File: src/rtl/ysyx_23060278_pkg.sv
// Shared definitions for the NPC instruction sequencer: state encoding,
// RV64 major opcodes that matter to sequencing, and fixed encodings.
package ysyx_23060278_pkg;

  typedef enum logic [3:0] {
    IDLE,
    FETCH,
    FWAIT,
    DECODE,
    EXEC,
    MEM,
    MWAIT,
    WB,
    HALT
  } state_t;

  localparam logic [31:0] DEFAULT_RESET_PC = 32'h8000_0000;
  localparam logic [31:0] INST_EBREAK      = 32'h0010_0073;
  localparam logic [31:0] INST_NOP         = 32'h0000_0013;

  localparam logic [6:0] OP_LUI       = 7'b0110111;
  localparam logic [6:0] OP_AUIPC     = 7'b0010111;
  localparam logic [6:0] OP_JAL       = 7'b1101111;
  localparam logic [6:0] OP_JALR      = 7'b1100111;
  localparam logic [6:0] OP_LOAD      = 7'b0000011;
  localparam logic [6:0] OP_STORE     = 7'b0100011;
  localparam logic [6:0] OP_OP_IMM    = 7'b0010011;
  localparam logic [6:0] OP_OP        = 7'b0110011;
  localparam logic [6:0] OP_OP_IMM_32 = 7'b0011011;
  localparam logic [6:0] OP_OP_32     = 7'b0111011;

  // Opcodes whose instructions produce a destination-register result
  function automatic logic op_writes_rd(input logic [6:0] op);
    logic wr;
    case (op)
      OP_LUI, OP_AUIPC, OP_JAL, OP_JALR, OP_LOAD,
      OP_OP_IMM, OP_OP, OP_OP_IMM_32, OP_OP_32: wr = 1'b1;
      default:                                  wr = 1'b0;
    endcase
    return wr;
  endfunction

endpackage

File: src/rtl/ysyx_23060278_opclass.sv
// Classifies the decoded instruction for the sequencer: whether it needs
// the LSU, whether it writes rd, and whether it is ebreak.
module ysyx_23060278_opclass
  import ysyx_23060278_pkg::*;
(
  input  logic [6:0]  opcode,
  input  logic [31:0] inst,
  output logic        is_mem,
  output logic        writes_rd,
  output logic        is_ebreak
);

  // Pure decode of the opcode class and the full ebreak encoding
  always_comb begin
    is_mem    = (opcode == OP_LOAD) || (opcode == OP_STORE);
    writes_rd = op_writes_rd(opcode);
    is_ebreak = (inst == INST_EBREAK);
  end

endmodule

File: src/rtl/ysyx_23060278_seq.sv
// Multi-cycle sequencer for the single-issue NPC core. Owns pc, the
// instruction register and the retired count, and walks each instruction
// through fetch, decode, execute, optional memory access and writeback.
// The decoder's class is captured at the end of DECODE so that no output
// depends combinationally on an input.
module ysyx_23060278_seq
  import ysyx_23060278_pkg::*;
#(
  parameter logic [31:0] RESET_PC = DEFAULT_RESET_PC
) (
  input  logic        clk,
  input  logic        rst,
  output logic        ifu_req_valid,
  input  logic        ifu_req_ready,
  output logic [31:0] ifu_addr,
  input  logic        ifu_rsp_valid,
  input  logic [31:0] ifu_rsp_data,
  input  logic        ifu_rsp_err,
  output logic [31:0] inst,
  input  logic [6:0]  opcode,
  input  logic [31:0] next_pc,
  output logic        lsu_req_valid,
  input  logic        lsu_req_ready,
  input  logic        lsu_rsp_valid,
  output logic [31:0] pc,
  output logic        rf_we,
  output logic        halt,
  output logic        trap_err,
  output logic [63:0] instret
);

  state_t      state;
  state_t      state_nxt;
  logic [31:0] pc_q;
  logic [31:0] inst_q;
  logic [63:0] instret_q;
  logic        trap_q;
  logic        cls_mem_q;
  logic        cls_wr_q;
  logic        dec_mem;
  logic        dec_wr;
  logic        dec_ebreak;
  logic        wb_misaligned;

  ysyx_23060278_opclass u_opclass (
    .opcode    (opcode),
    .inst      (inst_q),
    .is_mem    (dec_mem),
    .writes_rd (dec_wr),
    .is_ebreak (dec_ebreak)
  );

  assign wb_misaligned = (next_pc[1:0] != 2'b00);

  assign ifu_addr = pc_q;
  assign pc       = pc_q;
  assign inst     = inst_q;
  assign instret  = instret_q;
  assign trap_err = trap_q;

  // State register; reset always lands in IDLE
  always_ff @(posedge clk or posedge rst) begin
    if (rst) begin
      state <= IDLE;
    end else begin
      state <= state_nxt;
    end
  end

  // Next-state selection and Moore handshake/strobe outputs
  always_comb begin
    state_nxt     = state;
    ifu_req_valid = 1'b0;
    lsu_req_valid = 1'b0;
    rf_we         = 1'b0;
    halt          = 1'b0;
    case (state)
      IDLE:   state_nxt = FETCH;
      FETCH: begin
        ifu_req_valid = 1'b1;
        if (ifu_req_ready) state_nxt = FWAIT;
      end
      FWAIT: begin
        if (ifu_rsp_valid) state_nxt = ifu_rsp_err ? HALT : DECODE;
      end
      DECODE: state_nxt = EXEC;
      EXEC: begin
        if (dec_ebreak)     state_nxt = HALT;
        else if (cls_mem_q) state_nxt = MEM;
        else                state_nxt = WB;
      end
      MEM: begin
        lsu_req_valid = 1'b1;
        if (lsu_req_ready) state_nxt = MWAIT;
      end
      MWAIT: begin
        if (lsu_rsp_valid) state_nxt = WB;
      end
      WB: begin
        rf_we     = cls_wr_q;
        state_nxt = wb_misaligned ? HALT : FETCH;
      end
      HALT: begin
        halt      = 1'b1;
        state_nxt = HALT;
      end
      default: state_nxt = IDLE;
    endcase
  end

  // Architectural datapath: instruction capture, class latch, pc/instret update, trap flag
  always_ff @(posedge clk or posedge rst) begin
    if (rst) begin
      pc_q      <= RESET_PC;
      inst_q    <= INST_NOP;
      instret_q <= 64'd0;
      trap_q    <= 1'b0;
      cls_mem_q <= 1'b0;
      cls_wr_q  <= 1'b0;
    end else begin
      if (state == FWAIT && ifu_rsp_valid) begin
        if (ifu_rsp_err) trap_q <= 1'b1;
        else             inst_q <= ifu_rsp_data;
      end
      if (state == DECODE) begin
        cls_mem_q <= dec_mem;
        cls_wr_q  <= dec_wr;
      end
      if (state == WB) begin
        if (wb_misaligned) begin
          trap_q <= 1'b1;
        end else begin
          pc_q      <= next_pc;
          instret_q <= instret_q + 64'd1;
        end
      end
    end
  end

endmodule

File: config.mk
export PLATFORM = sky130hd
export DESIGN_NAME = ysyx_23060278_seq
export DESIGN_NICKNAME = d
export VERILOG_FILES = /design/src/rtl/ysyx_23060278_pkg.sv /design/src/rtl/ysyx_23060278_opclass.sv /design/src/rtl/ysyx_23060278_seq.sv
export SDC_FILE = /design/constraint.sdc
export NUM_CORES = 1
export LEC_CHECK = 0
export BUFFER_PORTS_ARGS = -buffer_cell sky130_fd_sc_hd__buf_2
export CORE_MARGIN = 2
export CORE_UTILIZATION = 38
export DETAILED_ROUTE_END_ITERATION = 12
export GPL_ROUTABILITY_DRIVEN = 0
export PLACE_DENSITY = 0.66
export SLEW_MARGIN = 20
export SYNTH_ARGS = -nofsm -noshare
export SYNTH_HDL_FRONTEND = slang
export SYNTH_SLANG_ARGS = --single-unit
File: constraint.sdc
create_clock -name clk -period 4.5 [get_ports clk]
set_input_delay 0.225 -clock clk [delete_from_list [all_inputs] [get_ports clk]]
set_output_delay 0.225 -clock clk [all_outputs]
set_load 0.1 [all_outputs]
; ---- After elaboration in Yosys (flattened, before gate mapping)
; Cells that the tools add are included.
[totals]
regBits = 135
romBits = 0
in_bits = 78
mem_bits_rw = 0
elab_cells = 59
output_inout_bits = 165
latchBits = 0
mem_count = 0
[op_classes]
reduce_logical = 8
multipliers = 0
bitwise_logic = 2
muxes = 18
shift = 0
eq_ne = 23
add_sub_neg = 1
div_mod_pow = 0
n_lt_le_gt_ge = 0
[op_table]
columns = operator, n
row1 = 64-bit by 1-bit adder with 64-bit output (second input constant), 1
row2 = 4-bit case mux with 9 select lines, 1
row3 = 32-bit by 21-bit == test with 1-bit output (second input constant), 1
row4 = 7-bit by 6-bit == test with 1-bit output (second input constant), 4
row5 = 4-bit two-way mux, 7
row6 = 7-bit by 5-bit == test with 1-bit output (second input constant), 3
row7 = 4-bit by 3-bit == test with 1-bit output (second input constant), 4
row8 = 7-bit == test (second input constant), 2
row9 = 1-bit two-way mux, 9
row10 = 9-bit OR reduction, 1
row11 = 4-bit by 2-bit == test with 1-bit output (second input constant), 2
row12 = 2-bit inequality test (second input constant), 4
row13 = 7-bit by 2-bit == test with 1-bit output (second input constant), 1
row14 = 4-bit by 1-bit == test with 1-bit output (second input constant), 1
row15 = 4-bit == test (second input constant), 1
row16 = 4-bit logical NOT, 1
row17 = 2-bit AND reduction, 2
row18 = 4-bit AND reduction, 1
row19 = 2-bit two-way mux, 1
row20 = 1-bit inverter, 2
row21 = 2-bit nonzero test, 1
row22 = 1-bit logical AND, 1
row23 = 1-bit logical OR, 1

; ---- Longest topological paths before layout
; Gate-level depths: netlist of run 1.
[logic_depth]
word_depth = 5
mapped_depth = 7
ltp_nobuf = 6

; ---- Cells and area by module
; From an unflattened synthesis of run 1, not the netlist that was laid out.
[unflattened]
hier_cells = 517
hier_area_um2 = 6217.2
[by_module_without_submodules]
columns = module, area_each_um2, seq_area_each_um2, instances, cells_per_inst
row1 = ysyx_23060278_seq, 6090.8, 3383.2, 1, 497
row2 = ysyx_23060278_opclass, 126.4, 0.0, 1, 20

; ---- Least setup slack after synthesis of run 1
; No wires, ideal clock.
[synth_path]
path_kind = register to register
startpoint = register state[3]
endpoint = register state[0]
required_time_ns = 4.399
stages_incl_launch_ff = 6
t_arrival_ns = 3.060
setup_slack_ns = 1.339
path_buffers = 1
period_less_slack_ns = 3.161
setup_ns = 0.101
cell_sequence = dfrtp_1 clkbuf_1 nand2b_1 nor3_1 a21oi_1 o32ai_1
[synth_via]
elab_chain_cells = 3
word_cells_on_any_way = 15
classes_between = 12 x eq/ne / 1 x mux / 2 x reduce/logical
[synth_rtl]
columns = element, line_no
row1 = from (decl), ysyx_23060278_seq.sv:32  ; state_t state;
row2 = from (signal assigned), ysyx_23060278_seq.sv:66  ; state <= state_nxt;
row3 = 4-bit by 3-bit == test with 1-bit output (tied with other cells), ysyx_23060278_seq.sv:77  ; case (state)
row4 = 2-bit inequality test (no source line), -
row5 = 4-bit AND reduction (no source line), -
; Several ways; a longest one is shown, not always the timed one.
; A chain may end at the register's enable or synchronous reset.

; ---- Final worst setup path of run 1
[layout_path]
startpoint = register state[2]
endpoint = register instret_q[60] (netlist: instret[60])
[layout_via]
elab_chain_cells = 2
[layout_rtl]
columns = element, line_no
row1 = 4-bit by 3-bit == test with 1-bit output, ysyx_23060278_seq.sv:129  ; if (state == WB) begin
row2 = 2-bit AND reduction (no source line), -
row3 = to (signal assigned), ysyx_23060278_seq.sv:134  ; instret_q <= instret_q + 64'd1;
row4 = to (decl), ysyx_23060278_seq.sv:36  ; logic [63:0] instret_q;
; Every way passes these cells.

==> results_dict.tcl, run 1 <==
set metrics [dict create \
    outcome "finished, violations left" \
    violations "negative hold slack" \
    rsz0062_at_grt "false" \
    hold_viol 57 \
    crit_fanout 14 \
    fill_cells 1459 \
    min_path_type "in2async" \
    ys_top_cells_by_area "dfrtp_1 54%, nand2_1 7.5%, mux2_2 5.9%" \
    fin_nets 908 \
    synth_cell_types 40 \
    die-area_mm2 0.0171 \
    startpoint_type "flop" \
    hpwlAfterDp_um 10700 \
    reg2reg_to "instret[60]" \
    synth_top_area_share_pct 53.6 \
    grt_pass1_vias 4716 \
    num_io_pins 243 \
    final-seq-area_mm2 0.00338 \
    antenna_found_initial 0 \
    max-slew-margin-rel_pct 50.1 \
    timing.hold.ws_ps -34.4 \
    htree_levels 4 \
    ant_nets 0 \
    post_synth_inst_count 585 \
    yosysSeqAreaShare_pct 55.3 \
    core_area_mm2 0.0158 \
    end_kind "flop" \
    multi_input_area_mm2 0.00238 \
    post_cts_buffers 0 \
    async_flop_share_pct 100 \
    required_ps 4840 \
    syn-num-nets 664 \
    cp.arrival_ps 3120 \
    cts_tree "done" \
    grt_start_max_net_pins 112 \
    clkTransAtPathRegs_ps 60 \
    clock_latency_ps 420 \
    fin_crit_sh_pct 61.9 \
    drv_cap 0 \
    r2r_cells 5 \
    synthFlopType "dfrtp_1" \
    numPortBuffers 242 \
    worstMarginPinSlew_ps 748 \
    die_w_um 131 \
    clock-sinks 135 \
    synth_area_leader_cell "dfrtp_1" \
    synth_warnings 0 \
    cts_resized 0 \
    slew_viol_final 0 \
    synth_area_mm2 0.00612 \
    vias 5000 \
    layout-drive-gt1-share_pct 37.4 \
    routed_wl_um 15200 \
    rows 46 \
    critPathKind "reg2reg" \
    grt_pass1_wl_um 23100 \
    yosysMostFrequentCell "dfrtp_1" \
    start_util_pct 38.6 \
    fin_crit_ps 2780 \
    grt_usage_pct 17.4 \
    avgSynthCellArea_um2 10.5 \
    antenna_cells 0 \
    setup_tns_ps 0 \
    synth_enable_flop_cells 0 \
    clockBufferDepth 2 \
    cts_made_buffers 17 \
    drc 0 \
    fmax_mhz 359 \
    ys_seq_elements 135 \
    setup_viol 0 \
    synthTopCellsByCount "131 x dfrtp_1, 123 x nand2_1, 34 x nor2_1" \
    area_delta_synth_final_pct 33.7 \
    cts_root_buf "clkbuf_16" \
    drt-initial-drc-count 281 \
    regToRegSetupSlack_ps 1720 \
    reg2reg_from "state[2]" \
    die_y_um 131 \
    grt_overflow_total 0 \
    wl_per_cell_um 14.4 \
    avgViaCountPerCell 4.73 \
    finClkSkew_ps 13.5 \
    dr.pass1.iters 4 \
]
==> layout by cell type, fill, tap and decap left out, drive strengths merged, types with 4 or more instances in the layout <==
cell type	n
nor4	17
xnor2	31
nand2	123
and4	5
a21oi	6
nand4	26
xor2	32
nor2	34
dlygate4sd3	28
dfrtp	131
and3	10
mux2	32
clkinv	4
dfstp	4
nor3	15
inv	14
buf	246
clkbuf	21
nand3	17
nand2b	5
==> final cells by class <==
cell class	instances	area share [%]
sequential	135	41.4
multi-input combinational	387	29.1
timing repair buffer	274	18.6
clock buffer	21	5.63
tap	216	3.31
clock inverter	9	1.25
inverter	14	0.735
==> worst max path at each step <==
stage | slack (ps) | start | end
3_3_place_gp | 1800 | state[2] | instret[60]
5_1_grt | 1450 | state[2] | instret[60]
4_1_cts | 1710 | state[2] | instret[60]
6_report | 1720 | state[2] | instret[60]
2_1_floorplan | 670 | rst | cls_mem_q
3_5_place_dp | 1700 | state[2] | instret[60]
==> layer usage <==
metal | track usage, % | vias up | routed length (um)
met5 | 0 | - | 0
met4 | 7.32 | 0 | 312
met3 | 4.40 | 21 | 674
met2 | 26.9 | 135 | 7450
met1 | 23.3 | 2394 | 6810
li1 | - | 2450 | -
==> per-stage QoR <==
step           hold WS [ps]  cell area (um2)  util (%)  cells  worst slack, ps
3_3_place_gp            413             7330      46.3    998             1800
5_1_grt                19.6             8180      51.7   1056             1450
2_1_floorplan           308             6120         -    585              671
4_1_cts               0.220             8170      51.6   1056             1710
3_5_place_dp            419             7330      46.3    998             1700
6_report              -34.4             8180      51.7   1056             1720
==> timing repair <==
action	CTS	global route
hold buffers	28	0
endpoints found under the hold margin	28	0
endpoints found under the setup margin	0	0
==> logic make-up after synthesis <==
family / count (synthesis) / synth area share, %
AOI/OAI and AO/OA: 17 / 1.76
buffers and inverters: 63 / 5.89
DFF: 135 / 55.3
muxes: 34 / 6.22
adders and majority gates: 1 / 0.205
xor gates and xnor gates: 63 / 9.02
and+or+nand+nor: 272 / 21.6
==> critical path, stage by stage (launching register included) <==
cell      delay, ps
dfrtp_1         600
nand4b_1        320
and4b_1         580
nand4_1         510
nor4b_1         520
xor2_1          170
==> sequential cells by signal, indices dropped and copies added, names as in the netlist <==
signal     flops
cls_mem_q      1
cls_wr_q       1
ifu_addr      32
inst          32
instret       64
state          4
trap_err       1
Power of run 1 is left out: the tool's default activity adds up to more than one toggle a clock period on the data nets, which glitch-free logic cannot reach.
==> inputs of run 2 (changes only) <==
--- a/config.mk
+++ b/config.mk
@@ -10,7 +10,7 @@
 export CORE_UTILIZATION = 38
 export DETAILED_ROUTE_END_ITERATION = 12
 export GPL_ROUTABILITY_DRIVEN = 0
-export PLACE_DENSITY = 0.66
+export PLACE_DENSITY = 0.69
 export SLEW_MARGIN = 20
 export SYNTH_ARGS = -nofsm -noshare
 export SYNTH_HDL_FRONTEND = slang
==> constraint.sdc (replaced) <==
create_clock -name clk -period 2.3 [get_ports clk]
set_input_delay 0.115 -clock clk [delete_from_list [all_inputs] [get_ports clk]]
set_output_delay 0.115 -clock clk [all_outputs]
set_load 0.1 [all_outputs]
==> run 2 against run 1 <==
The run now ends clean. Clock-buffer cell count increased by 7. Die area unchanged. Global-route usage increased by 1.8 points. Register-to-register slack got worse by 1600 ps. Non-clock buffer count increased by 54. Maximum frequency increased by 29%. Cell area increased by 7.5%. Via count increased by 5.6%. Sequential share of layout area decreased by 2.1 points. Critical path type unchanged.
==> results_dict.tcl, run 2 (same netlist as run 1, synthesis figures left out) <==
set metrics [dict create \
    wl_per_cell_um 14.9 \
    num_io_pins 243 \
    hpwlAfterDp_um 11100 \
    routed_wl_um 16500 \
    crit_fanout 4 \
    drc 0 \
    numPortBuffers 242 \
    worstMarginPinSlew_ps 624 \
    largest_reg_flops 64 \
    post-place-ws_ps 139 \
    layout_commonest_cell "buf_2" \
    fin_nets 962 \
    clock_latency_ps 420 \
    grt_start_max_net_pins 72 \
    post_cts_buffers 0 \
    startpoint "inst[0]" \
    antenna_cells 0 \
    vdd_drop_max_mv 1.23 \
    wl_met1_um 7190 \
    dr.pass1.iters 6 \
    clkTransAtPathRegs_ps 50 \
    finClkSkew_ps 7.89 \
    min_path_type "in2reg" \
    rsz0062_at_grt "false" \
    rows 46 \
    most-common-layout-cells "242 x buf_2, 123 x nand2_1, 82 x dfrtp_1" \
    grt_overflow_total 0 \
    avgViaCountPerCell 4.75 \
    start_util_pct 38.6 \
    grt_pass1_vias 4986 \
    p_leak_nw 4.54 \
    antenna_found_initial 0 \
    reg2reg_from "inst[0]" \
    fmax_mhz 462 \
    dr.max_layer_used "met4" \
    cts_root_buf "clkbuf_16" \
    clockBufferDepth 2 \
    wl_met2_um 8080 \
    startpoint_type "flop" \
    area_delta_synth_final_pct 43.7 \
    max-slew-margin-rel_pct 58.3 \
    power_frac_clock_pct 19.4 \
    fin_crit_sh_pct 94.1 \
    setup_viol 0 \
    ant_nets 0 \
    vias 5279 \
    crit_end "state[3]" \
    die-area_mm2 0.0171 \
    timing.hold.ws_ps 84.5 \
    cts_tree "done" \
    hold_viol 0 \
    core_area_mm2 0.0158 \
    drv_cap 0 \
    layout_setup_ws_ps 135 \
    grt_pass1_wl_um 25400 \
    drt-initial-drc-count 274 \
    end_kind "flop" \
    wl_met3_um 928 \
    htree_levels 4 \
    layout-drive-gt1-share_pct 42.2 \
    outcome "finished, final reports clean" \
    r2r_cells 5 \
    pwr-share-seq_pct 25.5 \
    p_int_w 0.00574 \
    p_per_area_mw_per_mm2 1530 \
    required_ps 2640 \
    cp.arrival_ps 2500 \
    cts_made_buffers 17 \
    p_switching_w 0.00767 \
    grt_usage_pct 19.2 \
    regToRegSetupSlack_ps 130 \
    die_y_um 131 \
    combPwrFrac_pct 55.2 \
    slew_viol_final 0 \
    critPathKind "reg2reg" \
    clock-sinks 135 \
    reg2reg_to "state[3]" \
    die_w_um 131 \
    p_sw_share_pct 57.2 \
    fin_crit_ps 2170 \
]
-- run 2: changes by cell type in the layout (fill, tap and decap cells not counted), sizes merged --
cell	change
inv	-1
bufinv	-1
dlygate4sd3	+40
clkinv	-2
clkinvlp	-1
buf	+14
clkbuf	+7
-- run 2: layout make-up --
cell class	instances	area (um2)
Timing Repair Buffer	328	2050
Sequential cell	135	3460
Multi-Input combinational cell	387	2390
Inverter	14	56.3
Tap cell	216	270
Fill cell	1372	7040
Clock buffer	28	517
Clock inverter	4	47.5
-- run 2: how the worst min path moves through the flow --
stage | start | to | slack, ps | depth (start not counted)
after global placement | rst | ifu_addr[26] | 220 | 2
after floorplan | next_pc[31] | ifu_addr[31] | 200 | 2
after detailed placement | rst | ifu_addr[26] | 230 | 2
after CTS | ifu_req_ready | state[0] | 50 | 4
final | ifu_req_ready | state[0] | 80 | 4
after global routing | lsu_req_ready | state[0] | 100 | 4
-- run 2: power by group through the flow --
stage / sequential, W / clock (W) / combinational (W)
after detailed placement: 0.00344 / 0 / 0.00729
after CTS: 0.00341 / 0.00266 / 0.00739
after floorplan: 0.00710 / 0 / 0.00278
after global placement: 0.00342 / 0 / 0.00727
final: 0.00342 / 0.00260 / 0.00740
after global routing: 0.00350 / 0.00277 / 0.00765
-- run 2: what timing repair did --
item	4_1_cts	5_1_grt
setup endpoints to repair	0	3
hold buffers	68	0
hold endpoints to repair	87	0
resized for setup	0	1
-- run 2: per-stage QoR --
step                setup TNS [ps]  util, %  cells  area, um2  power (W)
finish                           0     55.5   1112       8790     0.0134
global route                     0     55.5   1112       8790     0.0139
CTS                              0     55.5   1112       8790     0.0135
detailed placement               0     47.7   1012       7540     0.0107
global placement                 0     47.7   1012       7540     0.0107
floorplan                    -25.0        -    585       6200    0.00988
-- run 2: layer usage --
layer / up-vias / global-route usage, %
met5: - / 0
met1: 2530 / 25.2
met2: 163 / 30.5
li1: 2565 / -
met3: 21 / 5.21
met4: 0 / 7.45
-- run 2: worst max-delay path, stage by stage, from the launching register on --
cell	delay, ps
dfstp_4	620
nand2_1	40
or4_1	460
or4_4	440
or4_1	410
a21oi_1	130
No activity file was read; power rests on OpenSTA's default activity.
